`config.mk`:
```
export PLATFORM = sky130hd
export DESIGN_NAME = uart_tx_arbiter_flat
export DESIGN_NICKNAME = d
export VERILOG_FILES = /design/src/rtl/uart_tx_arbiter_pkg.sv /design/src/rtl/uart_tx_arbiter_if.sv /design/src/rtl/uart_tx_arbiter_picker.sv /design/src/rtl/uart_tx_arbiter.sv /design/src/flat_wrapper.sv
export SDC_FILE = /design/constraint.sdc
export NUM_CORES = 1
export LEC_CHECK = 0
export CORE_AREA = 2 2 74 146
export DETAILED_ROUTE_END_ITERATION = 12
export DIE_AREA = 0 0 76 148
export PLACE_DENSITY_LB_ADDON = 0.25
export SLEW_MARGIN = 25
export SYNTH_ARGS = -nofsm -noshare
export SYNTH_HDL_FRONTEND = slang
export SYNTH_HIERARCHICAL = 1
export SYNTH_SLANG_ARGS = --single-unit
```
`constraint.sdc`:
```
create_clock -name clk -period 2.1 [get_ports clk]
set_clock_uncertainty 0.2 [all_clocks]
set_input_delay 0.42 -clock clk [delete_from_list [all_inputs] [get_ports clk]]
set_output_delay 0.42 -clock clk [all_outputs]
set_load 0.1 [all_outputs]
```
`src/rtl/uart_tx_arbiter_pkg.sv`:
```
// uart_tx_arbiter shared definitions
// FSM state encoding and index helpers
package uart_tx_arbiter_pkg;

  typedef enum logic [1:0] {
    IDLE,
    START,
    WAIT_ACK,
    WAIT_DONE
  } arb_state_e;

  function automatic int idx_w(input int n);
    return (n > 1) ? $clog2(n) : 1;
  endfunction

  function automatic int wrap_inc(
    input int i,
    input int n
  );
    return (i + 1 >= n) ? 0 : i + 1;
  endfunction

endpackage

```
`src/rtl/uart_tx_arbiter_if.sv`:
```
// uart_tx_arbiter requester bus
// per-requester valid/ready byte handshake
interface uart_tx_arbiter_if #(
  parameter int NUM_REQ = 4
);

  logic [NUM_REQ-1:0]   req_valid;
  logic [8*NUM_REQ-1:0] req_data;
  logic [NUM_REQ-1:0]   req_last;
  logic [NUM_REQ-1:0]   req_ready;

  modport master (
    output req_valid,
    output req_data,
    output req_last,
    input  req_ready
  );

  modport slave (
    input  req_valid,
    input  req_data,
    input  req_last,
    output req_ready
  );

endinterface

```
`src/rtl/uart_tx_arbiter_picker.sv`:
```
// uart_rr_picker: round-robin first-valid search
// scans upward from ptr, wrapping at N
module uart_rr_picker
  import uart_tx_arbiter_pkg::*;
#(
  parameter int N = 4,
  parameter int W = idx_w(N)
) (
  input  logic [N-1:0] valid,
  input  logic [W-1:0] ptr,
  output logic         found,
  output logic [W-1:0] idx
);

  // descending scan so the nearest candidate to ptr wins
  always_comb begin
    int c;
    c     = 0;
    found = 1'b0;
    idx   = '0;
    for (int k = N - 1; k >= 0; k--) begin
      c = int'(ptr) + k;
      if (c >= N) c = c - N;
      if (valid[c[W-1:0]]) begin
        found = 1'b1;
        idx   = c[W-1:0];
      end
    end
  end

endmodule

```
`src/rtl/uart_tx_arbiter.sv`:
```
// uart_tx_arbiter: shares one UART transmitter
// round-robin per packet, lock held until last byte
module uart_tx_arbiter
  import uart_tx_arbiter_pkg::*;
#(
  parameter int  NUM_REQ      = 4,
  parameter int  ACK_TIMEOUT  = 4,
  parameter int  LOCK_TIMEOUT = 120000,
  localparam int W            = idx_w(NUM_REQ)
) (
  input  logic         clk,
  input  logic         reset,
  uart_tx_arbiter_if.slave req,
  output logic [7:0]   tx_data,
  output logic         tx_start,
  input  logic         tx_busy,
  output logic [W-1:0] grant_id,
  output logic         locked,
  output logic         err_ack_timeout,
  output logic         err_lock_revoked
);

  localparam int AW = $clog2(ACK_TIMEOUT + 1);
  localparam int LW = $clog2(LOCK_TIMEOUT + 1);

  arb_state_e    state;
  logic [W-1:0]  rr_ptr;
  logic          last_q;
  logic [AW-1:0] ack_cnt;
  logic [LW-1:0] lock_cnt;

  logic          pick_found;
  logic [W-1:0]  pick_idx;
  logic [W-1:0]  sel;
  logic          accept;
  logic [7:0]    sel_data;
  logic          sel_last;
  logic [W-1:0]  next_ptr;

  uart_rr_picker #(
    .N (NUM_REQ),
    .W (W)
  ) u_pick (
    .valid (req.req_valid),
    .ptr   (rr_ptr),
    .found (pick_found),
    .idx   (pick_idx)
  );

  assign next_ptr = W'(wrap_inc(int'(grant_id), NUM_REQ));

  // pick the candidate and decide if it is taken this cycle
  always_comb begin
    sel    = locked ? grant_id : pick_idx;
    accept = 1'b0;
    if (!reset && state == IDLE && !tx_busy)
      accept = locked ? req.req_valid[grant_id]
                      : pick_found;
    sel_data = req.req_data[{sel, 3'b000} +: 8];
    sel_last = req.req_last[sel];
  end

  assign req.req_ready = accept ? (NUM_REQ'(1) << sel)
                                : '0;

  // arbitration FSM; all outputs registered except ready
  always_ff @(posedge clk) begin
    if (reset) begin
      state            <= IDLE;
      tx_data          <= '0;
      tx_start         <= 1'b0;
      grant_id         <= '0;
      locked           <= 1'b0;
      last_q           <= 1'b0;
      rr_ptr           <= '0;
      ack_cnt          <= '0;
      lock_cnt         <= '0;
      err_ack_timeout  <= 1'b0;
      err_lock_revoked <= 1'b0;
    end else begin
      tx_start <= 1'b0;
      unique case (state)
        IDLE: begin
          if (accept) begin
            tx_data  <= sel_data;
            last_q   <= sel_last;
            grant_id <= sel;
            tx_start <= 1'b1;
            lock_cnt <= '0;
            state    <= START;
          end else if (locked &&
                       !req.req_valid[grant_id]) begin
            if (lock_cnt == LW'(LOCK_TIMEOUT - 1)) begin
              locked           <= 1'b0;
              rr_ptr           <= next_ptr;
              err_lock_revoked <= 1'b1;
              lock_cnt         <= '0;
            end else begin
              lock_cnt <= lock_cnt + LW'(1);
            end
          end
        end
        START: begin
          ack_cnt <= '0;
          state   <= WAIT_ACK;
        end
        WAIT_ACK: begin
          if (tx_busy) begin
            ack_cnt <= '0;
            state   <= WAIT_DONE;
          end else if (ack_cnt == AW'(ACK_TIMEOUT - 1)) begin
            err_ack_timeout <= 1'b1;
            ack_cnt         <= '0;
            state           <= WAIT_DONE;
          end else begin
            ack_cnt <= ack_cnt + AW'(1);
          end
        end
        WAIT_DONE: begin
          if (!tx_busy) begin
            state <= IDLE;
            if (last_q) begin
              locked <= 1'b0;
              rr_ptr <= next_ptr;
            end else begin
              locked <= 1'b1;
            end
          end
        end
        default: state <= IDLE;
      endcase
    end
  end

endmodule

```
`src/flat_wrapper.sv`:
```
// flat-port wrapper written by rule: the top's interface ports become plain ports
module uart_tx_arbiter_flat import uart_tx_arbiter_pkg::*;
#(
  parameter int  NUM_REQ      = 4,
  parameter int  ACK_TIMEOUT  = 4,
  parameter int  LOCK_TIMEOUT = 120000,
  localparam int W            = idx_w(NUM_REQ)
)
  (clk, reset, tx_data, tx_start, tx_busy, grant_id, locked, err_ack_timeout, err_lock_revoked, req_req_valid, req_req_data, req_req_last, req_req_ready);
  uart_tx_arbiter_if #(.NUM_REQ(NUM_REQ)) req_i ();
  input  logic clk;
  input  logic reset;
  output logic [7:0] tx_data;
  output logic tx_start;
  input  logic tx_busy;
  output logic [W-1:0] grant_id;
  output logic locked;
  output logic err_ack_timeout;
  output logic err_lock_revoked;
  input wire logic [$bits(req_i.req_valid)-1:0] req_req_valid;
  input wire logic [$bits(req_i.req_data)-1:0] req_req_data;
  input wire logic [$bits(req_i.req_last)-1:0] req_req_last;
  output wire logic [$bits(req_i.req_ready)-1:0] req_req_ready;
  assign req_i.req_valid = req_req_valid;
  assign req_i.req_data = req_req_data;
  assign req_i.req_last = req_req_last;
  assign req_req_ready = req_i.req_ready;
  uart_tx_arbiter #(.NUM_REQ(NUM_REQ), .ACK_TIMEOUT(ACK_TIMEOUT), .LOCK_TIMEOUT(LOCK_TIMEOUT)) u_core (.clk(clk), .reset(reset), .req(req_i), .tx_data(tx_data), .tx_start(tx_start), .tx_busy(tx_busy), .grant_id(grant_id), .locked(locked), .err_ack_timeout(err_ack_timeout), .err_lock_revoked(err_lock_revoked));
endmodule
```
# Word-level counts from Yosys, hierarchy flattened
# Cells that the tools add are included.
# classes
add_sub_neg	10
order_cmp	11
eq_ne	12
n_shift	2
muxes	53
n_bitwise	3
n_reduce_logical	18
# ops
cell	count
$mux W17	3
$mux W2	19
$shiftx A32 B6 Y8	1
$lt A2 B3 Y1 const B	6
$mux W1	18
$add A17 B1 Y17 const B	1
$eq A17 B17 Y1 const B	1
$bmux W1 S2	6
$ge A3 B3 Y1 const B	4
$ne A2 B2 Y1 const B	4
$pmux W2 S4	1
$sub A2 B1 Y2 const B	4
$add A2 B1 Y3 const B	2
$add A2 B2 Y3 const B	2
$mux W3	2
$pmux W3 S2	1
$reduce_and A3 Y1	2
$reduce_and A6 Y1	1
$reduce_bool A2 Y1	3
$reduce_and A5 Y1	1
$eq A2 B2 Y1 const B	2
$mux W4	1
$ne A2 B1 Y1 const B	2
$pmux W2 S2	1
14 further kinds	21
# totals
regBits	39
in_bits	43
out_inout_bits	18
word_cells	120

# Longest topological paths before layout
# logic_depth
ltp_word	13
mapped_depth	9
mapped_depth_nobuf	8

# Cells and area by module
# Netlist, hierarchy kept.
# by_module_without_submodules
module	n_inst	cells_per_inst	area_each_um2	seq_area_each_um2
uart_tx_arbiter	1	299	2208.4	780.7
uart_rr_picker	1	13	77.6	0.0

# Worst setup path before layout
# Ideal clock, no wire load.
# synth_path
path_kind	reg-to-output
from	register u_core.locked
to	output port req_req_ready[1]
t_arrival_ns	3.985
required_ns	1.480
path_slack_ns	-2.505
stages_incl_launch_ff	6
path_buffers	2
cell_sequence	dfxtp_1 -> clkbuf_1 -> nor4bb_1 -> a22oi_2 -> clkbuf_1 -> nor3_1
# synth_via
elab_chain_cells	3
elab_cells_between_ends	5
classes_between	shift (1); mux (4)
# synth_rtl
item	line	text
start, declared	uart_tx_arbiter.sv:18	output logic locked,
start signal, assigned	uart_tx_arbiter.sv:73	locked <= 1'b0;
start signal, assigned	uart_tx_arbiter.sv:94	locked <= 1'b0;
start signal, assigned	uart_tx_arbiter.sv:123	locked <= 1'b0;
$mux W2 or $mux W1 (tied branches)	uart_tx_arbiter.sv:54, uart_tx_arbiter.sv:57	
$shl A1 B2 Y4 or $mux W1 (tied branches)	uart_tx_arbiter.sv:63, uart_tx_arbiter.sv:56	
$mux W4 *	uart_tx_arbiter.sv:63	assign req.req_ready = accept ? (NUM_REQ'(1) << sel)
end, declared	flat_wrapper.sv:23	output wire logic [$bits(req_i.req_ready)-1:0] req_req_ready;
# Every way passes the cells marked *; elsewhere a longest branch is shown, timed or not.

# Worst setup path in the final report
# layout_path
from	register u_core.state[1]
to	output port req_req_ready[3]
# layout_via
elab_chain_cells	5
# layout_rtl
item	line	text
start, declared	uart_tx_arbiter.sv:26	arb_state_e state;
start signal, assigned	uart_tx_arbiter.sv:69	state <= IDLE;
start signal, assigned	uart_tx_arbiter.sv:90	state <= START;
start signal, assigned	uart_tx_arbiter.sv:105	state <= WAIT_ACK;
$logic_not A2 Y1	uart_tx_arbiter.sv:56	if (!reset && state == IDLE && !tx_busy)
$logic_and A1 B1 Y1 (2 in series)	uart_tx_arbiter.sv:56	
$mux W1	uart_tx_arbiter.sv:56	
$mux W4	uart_tx_arbiter.sv:63	
# Every way passes these cells.

==> results.md <==
- Pint: 2.237 mW
- Clock latency on the worst-skew pair: 0.28 ns
- Cts-stage hold buffer count: 0
- Final Hold Viols: 0
- Clk pwr share: 0.209
- Slew @ Worst Pin: roughly 0.34 ns
- Initial core utilization: 0.2267
- Fin nets: roughly 480
- Leakage Power: 1.638 nW
- Mapped Nets: between 300 and 400
- DRC violations left: 0
- CP endpoint kind: primary output
- Psw: between 1 and 1.5 mW
- Critical-path maximum fanout: 3
- Yosys warnings: 6
- Sw Share: 0.3902
- Post-synthesis sequential area ratio: 0.3415
- Commonest non-fill, non-tap cell in the layout: nand2_1
- Via Count: 2641
- Clk sink count: 39
- # fillers: between 1000 and 1500
- Critical path's top delay family: buffers and inverters
- TritonCTS Buffers: 5
- Clk pin slew, worst setup/hold paths: 0.06 ns
- Worst-path cell chain: inv_2 -> ha_4 -> nor3b_2 -> buf_4 -> a22oi_2 -> buf_4 -> buf_12 -> nor3_4 -> buf_12
- CTS tree: built
- Vert. Die Dim: 148 um
- RSZ-0062 raised after global routing: yes
- Vias in the first global route: 2604
- Final WS setup: -0.4329 ns
- CTS max path bufs: 2
- Final WL: about 7.8 mm
- GPL Wtd Cong: ~0.9
- Worst EP arrival: around 1.9 ns
- Antenna violations before repair: 0
- Largest family of logic cells by synthesized area: simple AND/OR/NAND/NOR gates
- Slowest cell on the critical path: dfxtp_2
- First-pass GRT wire length: between 10 and 15 mm
- Ports: 61
- Netlist cell types: between 40 and 50
- Top_reg_cell synth: dfxtp_1
- Logic pwr share: 0.549
- Synth Instances: between 300 and 400
- Placed inst area: approximately 3700 um^2
- Design Area, Final: approximately 4200 um^2
- Avg WL per Cell: approximately 14 um
- Area Growth Syn to Fin: 82.87%
- Area share of fa/ha/maj cells after synthesis: 0.03284
- Pre-CTS WS: -0.7750 ns
- Final setup viols: 22
- Core region area: just over 10000 um^2
- GRT Util Overall: 0.1365
- WS Path Type: flop to primary output
- First DRT Iteration DRCs: about 150
- Simple-gate portion of the synthesized area: 0.3760
- Result of the run: finished with violations
- F_max: just under 0.4 GHz
- Largest stage delay on the critical path: roughly 0.32 ns
- Die area: 11250 um^2
- Synth Area in Compound Gates: 0.1253
- Hold Path Class: flop to flop
- GR Overflow Total: 0
- Post-route ant nets: 0
- Failing checks: negative setup slack
- DIE WIDTH: roughly 76 um
- Crit path launch type: flop
- Mux share of post-synthesis cell area: 0.04215
- Slew margin rel.: 0.7749
- Synth Area per Inst: 7.327 um^2
- Clock Tree Root: clkbuf_16
- Fin crit share: 1.206
- Crit path buf inv count: 5
- #FFs+latches synth: 39
- Drt first pass iters: 4
- DR vias/cell: around 4.7
- Rows: 52
- Synthesized area: 2286 um^2
- Pin count of the biggest net entering global routing: 19
- Seq pwr share: 0.242
- Fin crit period: approximately 2.5 ns
- Max_cap viols: 0
- WP data required: approximately 1.5 ns
- Fraction of layout cells with a size suffix above 1: 0.3566
- H-tree levels: 2
- Most frequent cells in the layout: nand2_1 (61), buf_4 (52), nand3_1 (38), clkdlybuf4s50_1 (36), dfxtp_1 (32)
- FF/Latch Area: between 700 and 800 um^2
- IO Port Bufs: 60
- Peak supply drop: 531.0 uV
- # diodes: 0
- Slew Viols, Final: 0
- EDFF count, synth: 0
- Pwr/cell area: a little under 900 nW/um^2
- Post-DP HPWL: ~6.1 mm
- Xor and xnor fraction of the mapped netlist area: 0.03831
- Async S/R FF share, synth: 0
- Multi-input logic area: 1668 um^2
Yosys cell counts (all sizes together), types with 3 or more instances:
cell | instances | area [um^2]
nand2 | 63 | 236.5
dfxtp | 39 | 780.8
nand3 | 39 | 195.2
nor2 | 32 | 120.1
a21oi | 18 | 90.09
clkbuf | 14 | 52.55
xor2 | 9 | 78.83
inv | 8 | 30.03
nand4 | 8 | 50.05
and3 | 7 | 43.79
ha | 6 | 75.07
o21ai | 5 | 25.02
a211oi | 4 | 35.03
a31oi | 4 | 25.02
buf | 4 | 17.52
mux2i | 4 | 40.04
nand2b | 4 | 25.02
nor3 | 4 | 20.02
mux2 | 3 | 33.78
nor2b | 3 | 18.77
nor3b | 3 | 22.52
logic make-up (layout without fill, tap and decap cells):
family	Yosys count	in the layout
flops	39	39
buf+inv	26	143
xor+xnor	10	10
fa+ha+maj	6	6
simple gates	179	179
compound gates	44	44
mux	8	8
power groups by stage:
stage,registers (mW),logic (mW),clock network (mW)
after floorplan,1.13,0.775,0
after global placement,0.892,1.73,0
after detailed placement,0.897,1.75,0
after CTS,0.887,1.91,0.790
after global routing,0.896,2.16,0.806
final,0.888,2.01,0.768
through the flow:
stage	setup TNS (ns)	instances	power, mW	utilization	hold WS, ns
floorplan	-6.530	312	1.908	-	0.2491
global placement	-22.30	539	2.623	0.3623	0.2635
detailed placement	-24.04	539	2.642	0.3623	0.2687
CTS	-2.377	555	3.584	0.3967	0.2763
global route	-4.212	564	3.862	0.4145	0.2970
finish	-2.476	564	3.668	0.4145	0.2766
worst register-to-register path, cell delays in order, from the launching register on:
cell	delay, ns
dfxtp_4	0.35
mux4_2	0.52
a22oi_2	0.19
buf_4	0.16
buf_6	0.10
o21ai_4	0.06
or4b_1	0.52
a31oi_1	0.18
cell type report:
cell class,count,area share
flip-flops and latches,39,0.1907
multi-input cells,247,0.3990
well taps,135,0.04041
clock buffers,6,0.03322
inverters,8,0.007183
repair buffers,128,0.3283
clock inverters,1,0.001197
routing by layer:
| metal | routed length, um | global-route usage | part of all wire |
|---|---|---|---|
| met2 | 4608 | 0.2893 | 0.59 |
| met5 | 0 | 0 | 0 |
| met4 | 401 | 0.07636 | 0.051 |
| met3 | 353 | 0.02625 | 0.045 |
| met1 | 2464 | 0.1117 | 0.31 |
worst paths after layout:
check	from	end	slack (ns)	cells after the start
setup reg to reg	u_core/grant_id[0]	u_core/lock_cnt[14]	-0.26	7
hold / removal	u_core/last_q	u_core/last_q	0.28	2
setup / recovery	u_core/state[1]	req_req_ready[3]	-0.43	9
hold reg to reg	u_core/last_q	u_core/last_q	0.28	2
state kept, by name, indices dropped and copies added (netlist names):
signal and count:
u_core/rr_ptr 2, u_core/last_q 1, u_core/ack_cnt 3, u_core/tx_data 8, u_core/locked 1, u_core/grant_id 2, u_core/lock_cnt 17, u_core/tx_start 1
u_core/state 2, u_core/err_lock_revoked 1, u_core/err_ack_timeout 1
what timing repair did:
| action | 4_1_cts | 5_1_grt |
|---|---|---|
| pin swaps | 17 | 20 |
| resized for setup | 42 | 34 |
| endpoints found under the setup margin | 38 | 32 |
| buffers inserted | 10 | 11 |
Note: power is estimated with default switching activity, not from simulation.
